$ cat config.mk
export PLATFORM = sky130hd
export DESIGN_NAME = data_mem_responder_flat
export DESIGN_NICKNAME = d
export VERILOG_FILES = /design/src/rtl/data_mem_if.sv /design/src/rtl/data_mem_responder.sv /design/src/flat_wrapper.sv
export SDC_FILE = /design/constraint.sdc
export NUM_CORES = 1
export LEC_CHECK = 0
export BUFFER_PORTS_ARGS = -buffer_cell sky130_fd_sc_hd__buf_2
export CAP_MARGIN = 40
export CORE_MARGIN = 2
export CORE_UTILIZATION = 55
export CTS_BUF_LIST = sky130_fd_sc_hd__clkbuf_2 sky130_fd_sc_hd__clkbuf_4 sky130_fd_sc_hd__clkbuf_8
export DETAILED_ROUTE_END_ITERATION = 6
export GPL_TIMING_DRIVEN = 0
export PLACE_DENSITY = 0.71
export SLEW_MARGIN = 20
export SYNTH_ARGS = -nofsm -noshare
export SYNTH_HDL_FRONTEND = slang
export SYNTH_SLANG_ARGS = --single-unit
$ cat constraint.sdc
create_clock -name clk -period 16.7 [get_ports clk]
set_input_delay 0 -clock clk [delete_from_list [all_inputs] [get_ports clk]]
set_output_delay 0 -clock clk [all_outputs]
set_load 0.005 [all_outputs]
$ cat src/rtl/data_mem_if.sv
// Load/store request/response bus between the CPU MEM stage (master) and
// the data memory responder (slave).
//
// Handshake: a request transfers on a rising edge where req_valid and
// req_ready are both high; a response transfers on a rising edge where
// rsp_valid and rsp_ready are both high. Once rsp_valid is raised it stays
// high, with rsp_rdata/rsp_err unchanged, until that transfer happens.
// Request fields only need to be valid in the accepting cycle.
interface data_mem_if;
  logic       req_valid;
  logic       req_ready;
  logic       req_we;
  logic [7:0] req_addr;
  logic [7:0] req_wdata;
  logic       rsp_valid;
  logic       rsp_ready;
  logic [7:0] rsp_rdata;
  logic       rsp_err;

  modport master (
    output req_valid, req_we, req_addr, req_wdata, rsp_ready,
    input  req_ready, rsp_valid, rsp_rdata, rsp_err
  );

  modport slave (
    input  req_valid, req_we, req_addr, req_wdata, rsp_ready,
    output req_ready, rsp_valid, rsp_rdata, rsp_err
  );
endinterface

$ cat src/rtl/data_mem_responder.sv
// Data memory responder: DEPTH x 8-bit array served one access at a time
// through the data_mem_if slave port, with WAIT_CYCLES wait states between
// request acceptance and the array access.
module data_mem_responder #(
  parameter int DEPTH       = 64,
  parameter int WAIT_CYCLES = 2
) (
  input  logic       clk,
  input  logic       rst,
  data_mem_if.slave  bus,
  output logic [1:0] state_dbg
);

  // Index width; a single-word array still needs one index bit.
  localparam int AW = (DEPTH > 1) ? $clog2(DEPTH) : 1;

  typedef enum logic [1:0] {
    IDLE = 2'd0,
    WAIT = 2'd1,
    RESP = 2'd2
  } state_t;

  state_t          state;
  state_t          state_next;
  logic            accept;
  logic            access;
  logic            rsp_done;
  logic            req_ready_c;
  logic            rsp_valid_c;

  logic [3:0]      cnt;
  logic            we_q;
  logic [7:0]      addr_q;
  logic [7:0]      wdata_q;
  logic [7:0]      rdata_q;
  logic            err_q;

  logic            in_range;
  logic [AW-1:0]   idx;
  logic [7:0]      mem [DEPTH];

  // The range check uses the full latched address; only after it passes do
  // the low index bits select a word, so aliased out-of-range addresses
  // never touch the array.
  assign in_range = ({1'b0, addr_q} < 9'(DEPTH));
  assign idx      = addr_q[AW-1:0];

  // State register.
  always_ff @(posedge clk or posedge rst) begin
    if (rst) begin
      state <= IDLE;
    end else begin
      state <= state_next;
    end
  end

  // Next-state decode and handshake outputs.
  always_comb begin
    state_next  = state;
    req_ready_c = 1'b0;
    rsp_valid_c = 1'b0;
    accept      = 1'b0;
    access      = 1'b0;
    rsp_done    = 1'b0;
    case (state)
      IDLE: begin
        req_ready_c = 1'b1;
        if (bus.req_valid) begin
          accept     = 1'b1;
          state_next = WAIT;
        end
      end
      WAIT: begin
        if (cnt == 4'd0) begin
          access     = 1'b1;
          state_next = RESP;
        end
      end
      RESP: begin
        // A request seen here is not accepted until the cycle after the
        // response leaves, since req_ready is low for the whole of RESP.
        rsp_valid_c = 1'b1;
        if (bus.rsp_ready) begin
          rsp_done   = 1'b1;
          state_next = IDLE;
        end
      end
      default: begin
        state_next = IDLE;
      end
    endcase
  end

  // Request capture, wait-state counter and response registers.
  always_ff @(posedge clk or posedge rst) begin
    if (rst) begin
      cnt     <= 4'd0;
      we_q    <= 1'b0;
      addr_q  <= 8'd0;
      wdata_q <= 8'd0;
      rdata_q <= 8'd0;
      err_q   <= 1'b0;
    end else begin
      if (accept) begin
        we_q    <= bus.req_we;
        addr_q  <= bus.req_addr;
        wdata_q <= bus.req_wdata;
        cnt     <= 4'(WAIT_CYCLES);
      end else if (state == WAIT && cnt != 4'd0) begin
        cnt <= cnt - 4'd1;
      end

      if (access) begin
        rdata_q <= (in_range && !we_q) ? mem[idx] : 8'd0;
        err_q   <= !in_range;
      end else if (rsp_done) begin
        rdata_q <= 8'd0;
        err_q   <= 1'b0;
      end
    end
  end

  // Storage array; reset wipes every word so an interrupted store is lost.
  always_ff @(posedge clk or posedge rst) begin
    if (rst) begin
      for (int i = 0; i < DEPTH; i++) begin
        mem[i] <= 8'd0;
      end
    end else if (access && in_range && we_q) begin
      mem[idx] <= wdata_q;
    end
  end

  assign bus.req_ready = req_ready_c;
  assign bus.rsp_valid = rsp_valid_c;
  assign bus.rsp_rdata = rdata_q;
  assign bus.rsp_err   = err_q;
  assign state_dbg     = state;

endmodule

$ cat src/flat_wrapper.sv
// flat-port wrapper written by rule: the top's interface ports become plain ports
module data_mem_responder_flat 
#(
  parameter int DEPTH       = 64,
  parameter int WAIT_CYCLES = 2
)
  (clk, rst, state_dbg, bus_req_valid, bus_req_we, bus_req_addr, bus_req_wdata, bus_rsp_ready, bus_req_ready, bus_rsp_valid, bus_rsp_rdata, bus_rsp_err);
  data_mem_if bus_i ();
  input  logic clk;
  input  logic rst;
  output logic [1:0] state_dbg;
  input wire logic [$bits(bus_i.req_valid)-1:0] bus_req_valid;
  input wire logic [$bits(bus_i.req_we)-1:0] bus_req_we;
  input wire logic [$bits(bus_i.req_addr)-1:0] bus_req_addr;
  input wire logic [$bits(bus_i.req_wdata)-1:0] bus_req_wdata;
  input wire logic [$bits(bus_i.rsp_ready)-1:0] bus_rsp_ready;
  output wire logic [$bits(bus_i.req_ready)-1:0] bus_req_ready;
  output wire logic [$bits(bus_i.rsp_valid)-1:0] bus_rsp_valid;
  output wire logic [$bits(bus_i.rsp_rdata)-1:0] bus_rsp_rdata;
  output wire logic [$bits(bus_i.rsp_err)-1:0] bus_rsp_err;
  assign bus_i.req_valid = bus_req_valid;
  assign bus_i.req_we = bus_req_we;
  assign bus_i.req_addr = bus_req_addr;
  assign bus_i.req_wdata = bus_req_wdata;
  assign bus_i.rsp_ready = bus_rsp_ready;
  assign bus_req_ready = bus_i.req_ready;
  assign bus_rsp_valid = bus_i.rsp_valid;
  assign bus_rsp_rdata = bus_i.rsp_rdata;
  assign bus_rsp_err = bus_i.rsp_err;
  data_mem_responder #(.DEPTH(DEPTH), .WAIT_CYCLES(WAIT_CYCLES)) u_core (.clk(clk), .rst(rst), .bus(bus_i), .state_dbg(state_dbg));
endmodule
==> impl_metrics.json, run 1 <==
{
  "clock_latency_ps": 680,
  "r2r_setup_slack_ps": 13140,
  "startpoint": "u_core.addr_q[2]",
  "start_util": 0.5594,
  "grt_overflow_total": 0,
  "p_per_area_nw_per_um2": 150.6,
  "r2r-start": "u_core.addr_q[2]",
  "cts_buffers": 91,
  "vias": 17220,
  "synth-seq-area-share": 0.5491,
  "max-vdd-ir-drop_mv": 0.1451,
  "gp_congestion": 0.9688,
  "cp_slowest_stage_delay_ps": 770,
  "drv_slew": 0,
  "dp.cells": 2456,
  "outcome": "completed",
  "postSynthAreaPerCell_sq_um": 13.71,
  "final_common_cell": "dfrtp_1",
  "wl_per_cell_um": 29.02,
  "dp_slack_ps": 13320,
  "cp_cell_sequence": "buf_2 -> inv_1 -> buf_2 -> buf_1 -> clkbuf_1 -> a221oi_1 -> nor2_1 -> o21ai_0 -> and3_1 -> a31oi_1",
  "wirelength_met1_mm": 31.82,
  "fin_crit_sh": 0.2132,
  "layout.nets": 2004,
  "place.detailed.hpwl_mm": 54.01,
  "yosys_warnings": 0,
  "cts_buffer_depth": 3,
  "grt_setup_unrepaired": "false",
  "ctsResizeCount": 0,
  "grt_pass1_wl_mm": 114.0,
  "postSynthCellCount": 1808,
  "clk_pin_slew_ps": 60,
  "drive_above_1_share": 0.4319,
  "synth_cell_types": 53,
  "fp.dieH_um": 216.3,
  "drt_iter0_drc": 2005,
  "critical_path_peak_fanout": 10,
  "drv_cap": 0,
  "synth_area_leaders": "dfrtp_1 (55%), mux2_2 (24%), mux2i_1 (4.5%)",
  "met2_length_mm": 33.42,
  "io_buffers": 33,
  "nFillCells": 3365,
  "dr.pass1.iters": 5,
  "cp_common_cell": "buf_2",
  "drt-total-wl_mm": 76.74,
  "worstHoldPathType": "in -> reg",
  "grt_pass1_vias": 17520,
  "reg2reg_depth": 10,
  "clock.fmax_mhz": 280.8,
  "fin_cells": 2644,
  "min_path_cells": 4,
  "area_growth_pct": 14.25,
  "crit_required_ps": 17310,
  "max_slew_margin": 0.3763,
  "critPathSlowestCell": "clkbuf_1",
  "worst_path_dominant_cell_family": "buffers and inverters",
  "tightestPinTransition_ps": 935.5,
  "dieArea_sq_um": 46790,
  "core_sq_um": 44320,
  "netlist_area_sq_um": 24790,
  "die_x_um": 216.3,
  "ys_seq_elements": 544,
  "crit_buf_inv": 5,
  "ant_nets": 0,
  "synth_top_cell_by_area": "dfrtp_1",
  "htreeDepth": 3,
  "syn_nets": 1830,
  "std_cell_rows": 77,
  "timing.hold.ws_ps": 33.99,
  "hp-start": "bus_req_valid",
  "ios": 34,
  "synth-async-reset-ratio": 1.000,
  "grt_use_total": 0.3331,
  "power_w": 0.004265,
  "cts_tree": "done",
  "p_leak_nw": 13.44,
  "hold_violations": 0,
  "crit_type": "reg -> reg",
  "arrival_ps": 4170,
  "grt_max_degree": 109,
  "placed_area_sq_um": 26070,
  "worstHoldEndpoint": "u_core.wdata_q[6]",
  "met3_length_mm": 7.661,
  "synthFlopType": "dfrtp_1",
  "grt_antenna_before_repair": 4,
  "finalSetupViolCount": 0,
  "clock_sinks": 544,
  "end_kind": "flop",
  "period_needed_ps": 3561,
  "r2r-end": "u_core.bus.rsp_rdata[0]",
  "finClkSkew_ps": 31.99,
  "drt_drc_violations_left": 0,
  "via_per_inst": 6.512,
  "final_cell_area_sq_um": 28320,
  "critPathLaunchType": "flop",
  "cts-root-buf": "clkbuf_8",
  "synth_edf_count": 0,
  "final_cell_mix": "dfrtp_1 (544), mux2_2 (523), clkbuf_8 (121), mux2i_1 (111), clkbuf_1 (86)",
  "fin_ws_ps": 13140,
  "top_layer_used": "met5",
  "netlist.area_leader.share": 0.5491
}
## flip-flops by register name, indices dropped and copies added (netlist names)
signal                flops
u_core.state_dbg          2
u_core.mem              512
u_core.cnt                4
u_core.bus.rsp_rdata      8
u_core.wdata_q            8
u_core.addr_q             8
u_core.bus.rsp_err        1
u_core.we_q               1
## how the worst max path moves through the flow
stage	endpoint	cells past startpoint
after floorplan	u_core.addr_q[0]	1
after global routing	u_core.bus.rsp_rdata[0]	10
after CTS	u_core.bus.rsp_rdata[1]	10
after global placement	u_core.mem[177]	2
after detailed placement	u_core.bus.rsp_rdata[1]	10
final	u_core.bus.rsp_rdata[0]	10
## report_power, final
group | total (W) | switching [W] | internal [W]
logic | 0.00152 | 0.00109 | 0.000425
registers | 0.00147 | 0.0000578 | 0.00141
clock network | 0.00128 | 0.000536 | 0.000745
## synth_stat cells (7+ instances only)
library cell	count
buf_2	32
a221oi_1	75
a22oi_1	45
o221ai_1	12
nor2_1	48
nand2_2	11
nand2_1	15
a21oi_1	15
clkbuf_1	89
dfrtp_1	544
mux2i_1	111
a221o_1	12
and3_1	7
o22ai_1	60
nor2_2	48
nor2_4	8
buf_1	10
o21ai_0	40
buf_4	11
mux2_2	523
mux4_2	15
## logic make-up (layout without fill, tap and decap cells)
kind of cell | after synthesis | count (layout) | synth area share
other cells | 0 | 3 | 0
xor+xnor | 3 | 3 | 0.001060
mux | 654 | 654 | 0.2983
simple gates | 180 | 180 | 0.04330
flops | 544 | 544 | 0.5491
buf+inv | 152 | 393 | 0.02751
compound gates | 274 | 274 | 0.08020
fa+ha+maj | 1 | 1 | 0.0005046
## per-stage QoR
| stage | TNS, ps | utilization |
|---|---|---|
| after global placement | -2023690 | 0.5798 |
| after CTS | 0 | 0.6382 |
| after floorplan | 0 | - |
| after detailed placement | 0 | 0.5882 |
| final | 0 | 0.6391 |
| after global routing | 0 | 0.6389 |
## final cells by class
cell class	instances	area [sq um]	share of cell area
diodes	3	7.507	0.0002651
plain buffers	146	663.1	0.02341
clock buffers	154	1913	0.06754
clock inverters	6	82.58	0.002916
inverters	6	30.03	0.001060
multi-input cells	1112	10500	0.3708
flip-flops and latches	544	13610	0.4806
well taps	592	740.7	0.02615
repair buffers	81	772.0	0.02726
## metal layers
layer	vias up	global-route usage
li1	7109	-
met1	9005	0.4682
met2	893	0.4781
met3	208	0.09446
met4	4	0.1605
met5	-	0
## tightest hold or removal path, cell delays in order
cell and delay (ps):
buf_2 100, and2_1 140, clkbuf_1 170, mux2_2 260
## repair_timing
item / in CTS / in global routing
setup buffers: 0 / 0
hold endpoints to repair: 215 / 0
hold buffers: 22 / 0
No activity file was read; power rests on OpenSTA's default activity.
==> inputs of run 2 (changes only) <==
--- a/config.mk
+++ b/config.mk
@@ -5,6 +5,7 @@
 export SDC_FILE = /design/constraint.sdc
 export NUM_CORES = 1
 export LEC_CHECK = 0
+export ABC_AREA = 1
 export BUFFER_PORTS_ARGS = -buffer_cell sky130_fd_sc_hd__buf_2
 export CAP_MARGIN = 40
 export CORE_MARGIN = 2
==> constraint.sdc (replaced) <==
create_clock -name clk -period 3.3 [get_ports clk]
set_input_delay 0 -clock clk [delete_from_list [all_inputs] [get_ports clk]]
set_output_delay 0 -clock clk [all_outputs]
set_load 0.005 [all_outputs]
==> run 2 against run 1 <==
Compared with the run above: via count rose by 41%; combinational power rose to 6.2 times the previous value; clock power rose to 5.1 times the previous value; critical path type unchanged; largest cell class unchanged; largest power group unchanged.
==> impl_metrics.json, run 2 <==
{
  "outcome": "completed",
  "final_common_cell": "nand2_1",
  "grt_pass1_vias": 22790,
  "crit_required_ps": 3880,
  "power_switching_w": 0.01031,
  "drive_above_1_share": 0.08590,
  "hold_violations": 0,
  "cts_tree": "done",
  "final_cell_mix": "nand2_1 (1204), o21ai_0 (594), dfrtp_1 (544), inv_1 (485), nand3_1 (244)",
  "top_register": "u_core.mem",
  "drt-total-wl_mm": 89.32,
  "std_cell_rows": 79,
  "power.share.clock": 0.280,
  "period_needed_ps": 3279,
  "cp_num_cells": 14,
  "synth_edf_count": 0,
  "die_x_um": 221.6,
  "layout.nets": 3686,
  "ant_nets": 0,
  "internal_power_w": 0.01309,
  "arrival_ps": 3860,
  "netlist.area_leader.share": 0.5228,
  "synthFlopType": "dfrtp_1",
  "syn_nets": 3490,
  "max_slew_margin": 0.3339,
  "cts_buffer_depth": 3,
  "critPathSlowestCell": "o21ai_0",
  "fin_crit_sh": 0.9937,
  "yosys_warnings": 0,
  "cts-root-buf": "clkbuf_8",
  "critPathLaunchType": "flop",
  "startpoint": "u_core.addr_q[0]",
  "synthTopCellsByCount": "nand2_1 (1204), o21ai_0 (594), dfrtp_1 (544), inv_1 (486), nand3_1 (244)",
  "gp_congestion": 0.9631,
  "max-vdd-ir-drop_mv": 0.4379,
  "postSynthCellCount": 3468,
  "fin_setup_tns_ps": 0,
  "grt_pass1_wl_mm": 135.4,
  "io_buffers": 33,
  "worstHoldPathType": "in -> reg",
  "netlist_area_sq_um": 26040,
  "p_sw_frac": 0.4406,
  "end_kind": "flop",
  "placed_area_sq_um": 27520,
  "cts_setup_buffers": 0,
  "p_seq_frac": 0.315,
  "drt_drc_violations_left": 0,
  "synth_area_leaders": "dfrtp_1 (52%), nand2_1 (17%), o21ai_0 (11%)",
  "area_growth_pct": 14.78,
  "pwr-share-comb": 0.405,
  "r2r_setup_slack_ps": 20,
  "p_leak_nw": 14.53,
  "synth_top_cell_by_area": "dfrtp_1",
  "grt_antenna_before_repair": 1,
  "drv_slew": 0,
  "vias": 24260,
  "dieArea_sq_um": 49100,
  "dr.pass1.iters": 6,
  "nFillCells": 4178,
  "cp_common_cell": "nand2_1",
  "post-route-util": 0.6407,
  "final_cell_area_sq_um": 29890,
  "drv_cap": 0,
  "yosysMostFrequentCell": "nand2_1",
  "crit_type": "reg -> reg",
  "cp_cell_sequence": "clkbuf_1 -> clkinv_1 -> clkbuf_1 -> clkbuf_1 -> buf_6 -> nand2_1 -> nand3_1 -> nand2_1 -> o21ai_0 -> nand2_1 -> nor2_1 -> nand2_1 -> nand2_1 -> nand2_1",
  "top_layer_used": "met4",
  "crit_buf_inv": 5,
  "r2r-end": "u_core.bus.rsp_rdata[6]",
  "clk_pin_slew_ps": 60,
  "cp_slowest_stage_delay_ps": 480,
  "synth-async-reset-ratio": 1.000,
  "timing.hold.ws_ps": 52.43,
  "grt_max_degree": 37,
  "clock.fmax_mhz": 304.9,
  "met3_length_mm": 9.041,
  "ys_seq_elements": 544,
  "clock_sinks": 544,
  "grt_use_total": 0.3650,
  "power_w": 0.02340,
  "start_util": 0.5581,
  "htreeDepth": 3,
  "p_per_area_nw_per_um2": 782.9,
  "grt_overflow_total": 0,
  "clock_latency_ps": 700,
  "reg2reg_depth": 14,
  "synth-seq-area-share": 0.5228,
  "setup.worst_path.end": "u_core.bus.rsp_rdata[6]",
  "met2_length_mm": 39.77,
  "tightestPinTransition_ps": 999.1,
  "core_sq_um": 46650,
  "ios": 34,
  "via_per_inst": 5.583,
  "largest_reg_flops": 512,
  "wirelength_met1_mm": 36.68,
  "worst_path_dominant_cell_family": "buffers and inverters",
  "critical_path_peak_fanout": 10,
  "cts_buffers": 91,
  "postSynthAreaPerCell_sq_um": 7.509,
  "fp.dieH_um": 221.6,
  "drt_iter0_drc": 3143,
  "place.detailed.hpwl_mm": 64.28,
  "synth_cell_types": 24,
  "finalSetupViolCount": 0,
  "grt_setup_unrepaired": "true",
  "wl_per_cell_um": 20.55,
  "finClkSkew_ps": 32.31,
  "r2r-start": "u_core.addr_q[0]"
}
==> run 2: cell count changes after synthesis, sizes merged, moves of 29 or more <==
cell    delta
nand2   +1178
mux2     -528
clkbuf   +125
nand4     +61
o21ai    +555
inv      +482
a22oi     -45
mux2i    -111
a221oi    -75
nor2      -65
or2       +29
o22ai     -60
buf       -39
nand3    +242
==> run 2: layout make-up <==
class,count,area [sq um],share of cell area
sequential,544,13610,0.4554
multi-input combinational,2203,9681,0.3239
clock buffer,147,1854,0.06204
inverter,489,1839,0.06153
timing repair buffer,103,1044,0.03491
buffer,232,947.2,0.03169
tap,607,759.5,0.02541
clock inverter,19,147.6,0.004940
antenna,2,5.005,0.0001674
==> run 2: how the worst min path moves through the flow <==
stage / slack (ps) / cells after the start / end / from
2_1_floorplan: 90 / 1 / u_core.state_dbg[1] / bus_rsp_ready
3_3_place_gp: 190 / 2 / u_core.state_dbg[1] / bus_rsp_ready
3_5_place_dp: 30 / 2 / u_core.mem[185] / rst
4_1_cts: 0.3 / 3 / u_core.state_dbg[1] / bus_rsp_ready
5_1_grt: 70 / 3 / u_core.state_dbg[1] / bus_rsp_ready
6_report: 50 / 4 / u_core.wdata_q[3] / bus_req_wdata[3]
==> run 2: cells by family (layout without fill, tap and decap cells) <==
group | after synthesis | in the layout | share of synthesized area
fa+ha+maj | 1 | 1 | 0.0004804
simple gates | 1594 | 1594 | 0.2533
compound gates | 608 | 608 | 0.1177
other cells | 0 | 2 | 0
flops | 544 | 544 | 0.5228
buf+inv | 721 | 990 | 0.1057
==> run 2: repair_timing <==
item,in CTS,in global routing
setup endpoints to repair,1,6
endpoints found under the hold margin,287,0
gates resized for setup,3,33
gates cloned,0,0
hold buffers,24,0
==> run 2: worst reg2reg max path, cell delays in order, from the launching register on <==
cell	delay (ps)
dfrtp_1	360
clkbuf_1	160
clkinv_1	130
clkbuf_1	410
clkbuf_1	460
buf_6	220
nand2_1	60
nand3_1	60
nand2_1	100
o21ai_0	480
nand2_1	100
nor2_1	320
nand2_1	150
nand2_1	90
nand2_1	50
==> run 2: power groups by stage <==
stage	registers, W	clock network, W	logic (W)
after global placement	0.00746	0	0.00854
after detailed placement	0.00747	0	0.00890
final	0.00737	0.00655	0.00948
after global routing	0.00741	0.00688	0.00995
after CTS	0.00736	0.00656	0.00900
after floorplan	0.00742	0	0.00483
==> run 2: stage by stage <==
step / std cells / worst slack, ps
floorplan: 3468 / -4100
global placement: 4108 / -6981
detailed placement: 4146 / 0.03131
CTS: 4336 / 20.45
global route: 4344 / -10.66
finish: 4346 / 20.74
==> run 2: routing by layer <==
layer,track usage,vias up
li1,-,11210
met1,0.5012,11650
met2,0.5580,1200
met3,0.08017,202
met4,0.1654,0
met5,0,-
